<file path="config.mk">
export PLATFORM = sky130hd
export DESIGN_NAME = alu_mul_seq_flat
export DESIGN_NICKNAME = d
export VERILOG_FILES = /design/src/rtl/alu_mul_seq_if.sv /design/src/rtl/alu_mul_seq.sv /design/src/flat_wrapper.sv
export SDC_FILE = /design/constraint.sdc
export NUM_CORES = 1
export LEC_CHECK = 0
export BUFFER_PORTS_ARGS = -buffer_cell sky130_fd_sc_hd__buf_4
export CAP_MARGIN = 20
export CORE_ASPECT_RATIO = 1.75
export CORE_MARGIN = 1.5
export CORE_UTILIZATION = 46
export DETAILED_ROUTE_END_ITERATION = 12
export PLACE_DENSITY = 0.86
export RECOVER_POWER = 100
export SLEW_MARGIN = 20
export SYNTH_ARGS = -nofsm -noshare
export SYNTH_HDL_FRONTEND = slang
export SYNTH_SLANG_ARGS = --single-unit
</file>
<file path="constraint.sdc">
create_clock -name clk -period 3.3 [get_ports clk]
set_input_delay 0.165 -clock clk [delete_from_list [all_inputs] [get_ports clk]]
set_output_delay 0.165 -clock clk [all_outputs]
set_load 0.02 [all_outputs]
</file>
<file path="src/rtl/alu_mul_seq_if.sv">
// Bus between the shift-add multiply sequencer, its requester and the shared ALU.
// The slave side is the sequencer; the master side is the requester plus the ALU.
interface alu_mul_seq_if;
  logic        start;
  logic [31:0] mcand;
  logic [31:0] mplier;
  logic        busy;
  logic        done;
  logic [31:0] prod_hi;
  logic [31:0] prod_lo;
  logic [31:0] alu_a;
  logic [31:0] alu_b;
  logic [2:0]  alu_op;
  logic [31:0] alu_res;

  modport master (
    output start, mcand, mplier, alu_res,
    input  busy, done, prod_hi, prod_lo, alu_a, alu_b, alu_op
  );

  modport slave (
    input  start, mcand, mplier, alu_res,
    output busy, done, prod_hi, prod_lo, alu_a, alu_b, alu_op
  );
endinterface

</file>
<file path="src/rtl/alu_mul_seq.sv">
// 32x32 unsigned shift-add multiplier that borrows the datapath's combinational ALU
// for every partial-sum addition; one iteration per cycle, 32 iterations per product.
module alu_mul_seq #(
  parameter logic [2:0] OP_ADD = 3'b000,
  parameter int         CNT_W  = 5
) (
  input  logic         clk,
  input  logic         rst,
  alu_mul_seq_if.slave bus
);

  typedef enum logic [1:0] {S_IDLE, S_RUN, S_DONE} state_t;

  localparam logic [CNT_W-1:0] CNT_LAST = {CNT_W{1'b1}};

  state_t           state_q, state_d;
  logic [CNT_W-1:0] cnt_q, cnt_d;
  logic [31:0]      hi_q, hi_d;
  logic [31:0]      lo_q, lo_d;
  logic [31:0]      mcand_q, mcand_d;
  logic [31:0]      alu_a;
  logic [31:0]      alu_b;
  logic             carry;

  always_ff @(posedge clk or posedge rst) begin
    if (rst) begin
      state_q <= S_IDLE;
      cnt_q   <= '0;
      hi_q    <= '0;
      lo_q    <= '0;
      mcand_q <= '0;
    end else begin
      state_q <= state_d;
      cnt_q   <= cnt_d;
      hi_q    <= hi_d;
      lo_q    <= lo_d;
      mcand_q <= mcand_d;
    end
  end

  // Carry-out of the 32-bit add, rebuilt from operand and result MSBs.
  assign carry = (alu_a[31] & alu_b[31]) | ((alu_a[31] | alu_b[31]) & ~bus.alu_res[31]);

  always_comb begin
    state_d = state_q;
    cnt_d   = cnt_q;
    hi_d    = hi_q;
    lo_d    = lo_q;
    mcand_d = mcand_q;
    case (state_q)
      S_IDLE, S_DONE: begin
        if (bus.start) begin
          mcand_d = bus.mcand;
          hi_d    = '0;
          lo_d    = bus.mplier;
          cnt_d   = '0;
          state_d = S_RUN;
        end else begin
          state_d = S_IDLE;
        end
      end
      S_RUN: begin
        // {carry, sum, lo} shifted right by one: multiplier bits retire out of lo.
        hi_d  = {carry, bus.alu_res[31:1]};
        lo_d  = {bus.alu_res[0], lo_q[31:1]};
        cnt_d = cnt_q + CNT_W'(1);
        if (cnt_q == CNT_LAST) begin
          state_d = S_DONE;
        end
      end
      default: state_d = S_IDLE;
    endcase
  end

  always_comb begin
    alu_a = '0;
    alu_b = '0;
    if (state_q == S_RUN) begin
      alu_a = hi_q;
      alu_b = lo_q[0] ? mcand_q : '0;
    end
  end

  assign bus.alu_a   = alu_a;
  assign bus.alu_b   = alu_b;
  assign bus.alu_op  = OP_ADD;
  assign bus.busy    = (state_q == S_RUN);
  assign bus.done    = (state_q == S_DONE);
  assign bus.prod_hi = hi_q;
  assign bus.prod_lo = lo_q;

endmodule

</file>
<file path="src/flat_wrapper.sv">
// flat-port wrapper written by rule: the top's interface ports become plain ports
module alu_mul_seq_flat 
#(
  parameter logic [2:0] OP_ADD = 3'b000,
  parameter int         CNT_W  = 5
)
  (clk, rst, bus_start, bus_mcand, bus_mplier, bus_alu_res, bus_busy, bus_done, bus_prod_hi, bus_prod_lo, bus_alu_a, bus_alu_b, bus_alu_op);
  alu_mul_seq_if bus_i ();
  input  logic clk;
  input  logic rst;
  input wire logic [$bits(bus_i.start)-1:0] bus_start;
  input wire logic [$bits(bus_i.mcand)-1:0] bus_mcand;
  input wire logic [$bits(bus_i.mplier)-1:0] bus_mplier;
  input wire logic [$bits(bus_i.alu_res)-1:0] bus_alu_res;
  output wire logic [$bits(bus_i.busy)-1:0] bus_busy;
  output wire logic [$bits(bus_i.done)-1:0] bus_done;
  output wire logic [$bits(bus_i.prod_hi)-1:0] bus_prod_hi;
  output wire logic [$bits(bus_i.prod_lo)-1:0] bus_prod_lo;
  output wire logic [$bits(bus_i.alu_a)-1:0] bus_alu_a;
  output wire logic [$bits(bus_i.alu_b)-1:0] bus_alu_b;
  output wire logic [$bits(bus_i.alu_op)-1:0] bus_alu_op;
  assign bus_i.start = bus_start;
  assign bus_i.mcand = bus_mcand;
  assign bus_i.mplier = bus_mplier;
  assign bus_i.alu_res = bus_alu_res;
  assign bus_busy = bus_i.busy;
  assign bus_done = bus_i.done;
  assign bus_prod_hi = bus_i.prod_hi;
  assign bus_prod_lo = bus_i.prod_lo;
  assign bus_alu_a = bus_i.alu_a;
  assign bus_alu_b = bus_i.alu_b;
  assign bus_alu_op = bus_i.alu_op;
  alu_mul_seq #(.OP_ADD(OP_ADD), .CNT_W(CNT_W)) u_core (.clk(clk), .rst(rst), .bus(bus_i));
endmodule
</file>
# Word-level counts from Yosys, hierarchy flattened
# Index checks and enable logic that the tools add are counted.
dict set report word_totals {
  inputBits 99
  output_inout_bits 133
  reg_bits 103
  word_cells 33
}
dict set report classes {
  n_reduce_logical 5
  n_addsub 1
  mux 12
  n_eq_ne 5
  bitwise 5
}
# operator n
set ops {}
lappend ops {{$mux W32} 5}
lappend ops {{$pmux W32 S2} 2}
lappend ops {{$pmux W5 S2} 1}
lappend ops {{$add A5 B1 Y5 const B} 1}
lappend ops {{$eq A5 B5 Y1 const B} 1}
lappend ops {{$mux W5} 1}
lappend ops {{$pmux W2 S2} 1}
lappend ops {{$reduce_and A2 Y1} 2}
lappend ops {{$and A1 B1 Y1} 2}
lappend ops {{$eq A2 B1 Y1 const B} 1}
lappend ops {{$eq A2 B2 Y1 const B} 1}
lappend ops {{$logic_not A2 Y1} 1}
lappend ops {{$mux W2} 1}
lappend ops {{$ne A2 B1 Y1 const B} 1}
lappend ops {{$ne A2 B2 Y1 const B} 1}
lappend ops {{$or A1 B1 Y1} 2}
lappend ops {{$reduce_bool A2 Y1} 1}
lappend ops {{$reduce_or A2 Y1} 1}
lappend ops {{$mux W1} 1}
lappend ops {{$not A1 Y1} 1}

# Depth between registers and ports, before layout
dict set report logic_depth {
  ltp_word 6
  ltp_mapped 6
  depth_no_buf 4
}

# Worst setup path before layout
# OpenSTA, ideal clock, no wires.
dict set report synth_path {
  kind {register -> register}
  startpoint {register u_core.cnt_q[0]}
  endpoint {register u_core.cnt_q[4]}
  stages_incl_launch_ff 5
  setup_slack_ns 1.941
  setup_time_ns 0.121
  synth_period_minus_slack_ns 1.359
  t_required_ns 3.179
  n_path_buf 0
  arrival_time_ns 1.238
  cell_sequence {dfrtp_1 -> ha_1 -> and3_1 -> ha_1 -> a22o_1}
}
dict set report synth_between {
  elab_chain_len 2
}
# element line_no
set synth_rtl {}
lappend synth_rtl {{start, declared} alu_mul_seq.sv:17} ;# logic [CNT_W-1:0] cnt_q, cnt_d;
lappend synth_rtl {{start signal, assigned} alu_mul_seq.sv:34} ;# cnt_q <= cnt_d;
lappend synth_rtl {{$add A5 B1 Y5} alu_mul_seq.sv:66} ;# cnt_d = cnt_q + CNT_W'(1);
lappend synth_rtl {{$pmux W5 S2} alu_mul_seq.sv:50} ;# case (state_q)
# Every way passes these cells.
# A chain may end at the register's enable or synchronous reset.

# Worst setup path in the final report
dict set report layout_path {
  startpoint {register u_core.state_q[0]}
  endpoint {output port bus_alu_a[31]}
}
dict set report layout_between {
  elab_chain_len 2
}
# element line_no
set layout_rtl {}
lappend layout_rtl {{start, declared} alu_mul_seq.sv:16} ;# state_t state_q, state_d;
lappend layout_rtl {{start signal, assigned} alu_mul_seq.sv:33} ;# state_q <= state_d;
lappend layout_rtl {{$eq A2 B1 Y1} alu_mul_seq.sv:78} ;# if (state_q == S_RUN) begin
lappend layout_rtl {{$mux W32} alu_mul_seq.sv:78}
lappend layout_rtl {{end, declared} flat_wrapper.sv:19} ;# output wire logic [$bits(bus_i.alu_a)-1:0] bus_alu_a;
# Every way passes these cells.

==> metrics.md <==
| Metric | Value |
|---|---|
| Worst setup SP type | flop |
| 1st-iter DRT viols | 294 |
| Crit share post-route | 0.796 |
| Post-CTS setup buffer count | 0 |
| N_diodes | 0 |
| Total global routing overflow | 0 |
| Compound-Gate Fraction of Synth Area | 0.119 |
| Yosys top cell area share | 0.563 |
| Core ar. | 9790 um^2 |
| XOR/XNOR Fraction of Synth Area | 0 |
| CTS Buf Count | 9 |
| Clk_lat worst skew | 0.34 ns |
| Mean Syn Cell Area | 9.95 um^2 |
| CTS Hold Bufs | 0 |
| Worst IR drop on VDD | 0.616 mV |
| I/O Pins | 232 |
| Drt drc | 0 |
| H-tree Lvls | 3 |
| Register area share after synthesis | 0.563 |
| Total number of vias | 4246 |
| Asr flop ratio synth | 1.00 |
| Post-synthesis simple-gate area fraction | 0.244 |
| Fin crit period | 2.63 ns |
| Hpwl dp | 9.12 mm |
| Die width | 78.4 um |
| Pwr per Cell Area | 1040 nW/um^2 |
| Relative slew slack | -0.201 |
| Routed WL | 13.0 mm |
| Root buffer cell | clkbuf_16 |
| Pre-antenna DRT Iters | 4 |
| Layout cell share with drive strength beyond 1 | 0.212 |
| Synth top cells by count | nand2_1 (132), dfrtp_1 (103), a22o_1 (33), and3_1 (33) |
| Post-CTS Resized | 0 |
| RSZ-0062 raised after global routing | no |
| Most frequent cell after synthesis | nand2_1 |
| Crit-path max FO | 38 |
| Hold crit path type | in -> reg |
| Initial Util | 0.467 |
| Die area | 10600 um^2 |
| CTS sink cnt | 103 |
| # rows | 48 |
| Vias in the first global route | 4180 |
| Largest family of logic cells by synthesized area | simple AND/OR/NAND/NOR gates |
| Worst-case clock buffer depth | 2 |
| Fin. Hold Viols | 0 |
| Mux contribution to synthesized area | 0.00684 |
| First-pass GRT wire length | 20.0 mm |
| Post-Syn Area | 4580 um^2 |
| Setup CP Type | reg -> out |
| Netlist cell types | 28 |
| Largest net degree at the start of global routing | 97 |
| Number of synthesized flops with an enable pin | 0 |
| Global Route Usage Sum | 0.242 |
| Adder-Cell Fraction of Synth Area | 0.00766 |
| Layout Nets | 766 |
| Initial antenna violation count | 0 |
| Top cells by area, synth | dfrtp_1 (56%), nand2_1 (11%), a22o_1 (6.3%) |
| Final setup viols | 0 |
| Sum Neg Setup Slack | 0 ns |
| Yosys top cell by area | dfrtp_1 |
| # port buffers | 228 |
| Cells after synthesis | 460 |
| Seq cells post-synth | 103 |
| Critical path capture point type | primary output |
| Status | finished with violations |
| RD Place Congestion | 0.850 |
| Slew Limit Fails | 126 |
| Synth warnings | 0 |
| Worst-path clk slew | 0.07 ns |
| Detail Route Antenna Nets | 0 |
| Routed WL per cell | 16.4 um |
| Worst Skew | 0.00643 ns |
| Min Hold Slack | 0.0138 ns |
| Top_reg_cell synth | dfrtp_1 |
| Worst Max-Slew Pin Slew | 1.80 ns |
| Max Clk Rate | 381 MHz |
| CTS tree | done |
| Pleak | 3.10 nW |
| Die H | 135 um |
| Critical path arrival | 2.46 ns |
| Layout area overhead | 33.8% |
| Critical Path RT | 3.13 ns |
| Failing checks | capacitance limit, slew limit |
| Max Cap Violations | 2 |
| Vias per cell | 5.34 |
-- state kept, by name, summed over array words and instances (netlist names) --
register / cells
u_core.bus.prod_hi: 32
u_core.bus.prod_lo: 32
u_core.mcand_q: 32
u_core.cnt_q: 5
u_core.state_q: 2
-- power by group --
group	switching [mW]	leakage [nW]	total [mW]	internal [mW]
clock	0.450	0.146	1.06	0.609
combinational	1.95	1.71	2.95	1.01
sequential	0.479	1.25	2.33	1.85
total	2.88	3.10	6.34	3.46
-- per-layer routing --
| layer | wire [um] | track usage | up-vias | part of all wire |
|---|---|---|---|---|
| met3 | 648 | 0.0392 | 41 | 0.050 |
| li1 | - | - | 1970 | - |
| met1 | 4920 | 0.286 | 2045 | 0.38 |
| met5 | 0 | 0 | - | 0 |
| met4 | 530 | 0.123 | 0 | 0.041 |
| met2 | 6920 | 0.421 | 190 | 0.53 |
-- cell type report --
type	count	area, um^2
Clock inverter	5	56.3
Tap cell	125	156
Clock buffer	11	243
Multi-Input combinational cell	314	1740
Fill cell	897	3670
Timing Repair Buffer	234	1330
Sequential cell	103	2580
Inverter	3	17.5
-- metrics by stage --
step                instances  worst slack, ns  area, um^2  power [mW]  utilization
finish                    795            0.673        6120        6.34        0.625
global route              795            0.506        6120        6.73        0.625
CTS                       795            0.916        6560        6.88        0.670
detailed placement        779             1.28        6260        5.81        0.639
global placement          779             1.38        6260        5.68        0.639
floorplan                 462            0.431        4580        4.30            -
-- worst paths after layout --
kind	slack (ns)	cells after the start	endpoint	start
min	0.01	3	u_core.mcand_q[2]	bus_mcand[2]
min reg2reg	0.47	2	u_core.mcand_q[19]	u_core.mcand_q[19]
max in group asynchronous	1.38	3	u_core.mcand_q[13]	rst
min in group asynchronous	0.34	2	u_core.bus.prod_lo[24]	rst
max reg2reg	0.81	4	u_core.bus.prod_lo[2]	u_core.state_q[0]
max	0.67	4	bus_alu_a[31]	u_core.state_q[0]
-- critical path: stages, from the launching register on --
cell and delay (ns):
dfrtp_1 0.43, nand2b_2 0.12, clkbuf_1 1.22, nor2_1 0.11, buf_4 0.23
-- layout by cell type (no fill, tap or decap), types with 3 or more instances in the layout --
cell type / synthesis / final
nand2_1: 132 / 132
clkbuf_16: 0 / 9
clkbuf_1: 5 / 114
conb_1: 1 / 3
dfrtp_1: 103 / 103
and3_1: 33 / 33
a22o_1: 33 / 33
and2_1: 32 / 14
and2_0: 0 / 18
a22oi_1: 31 / 31
nand3_1: 32 / 32
buf_4: 11 / 120
-- logic make-up after synthesis --
logic type                 Yosys count
AOI/OAI and AO/OA                   68
adders and majority gates            3
buffers and inverters               45
DFF                                103
muxes                                3
other                                1
and+or+nand+nor                    237
Note: power is estimated with default switching activity, not from simulation.
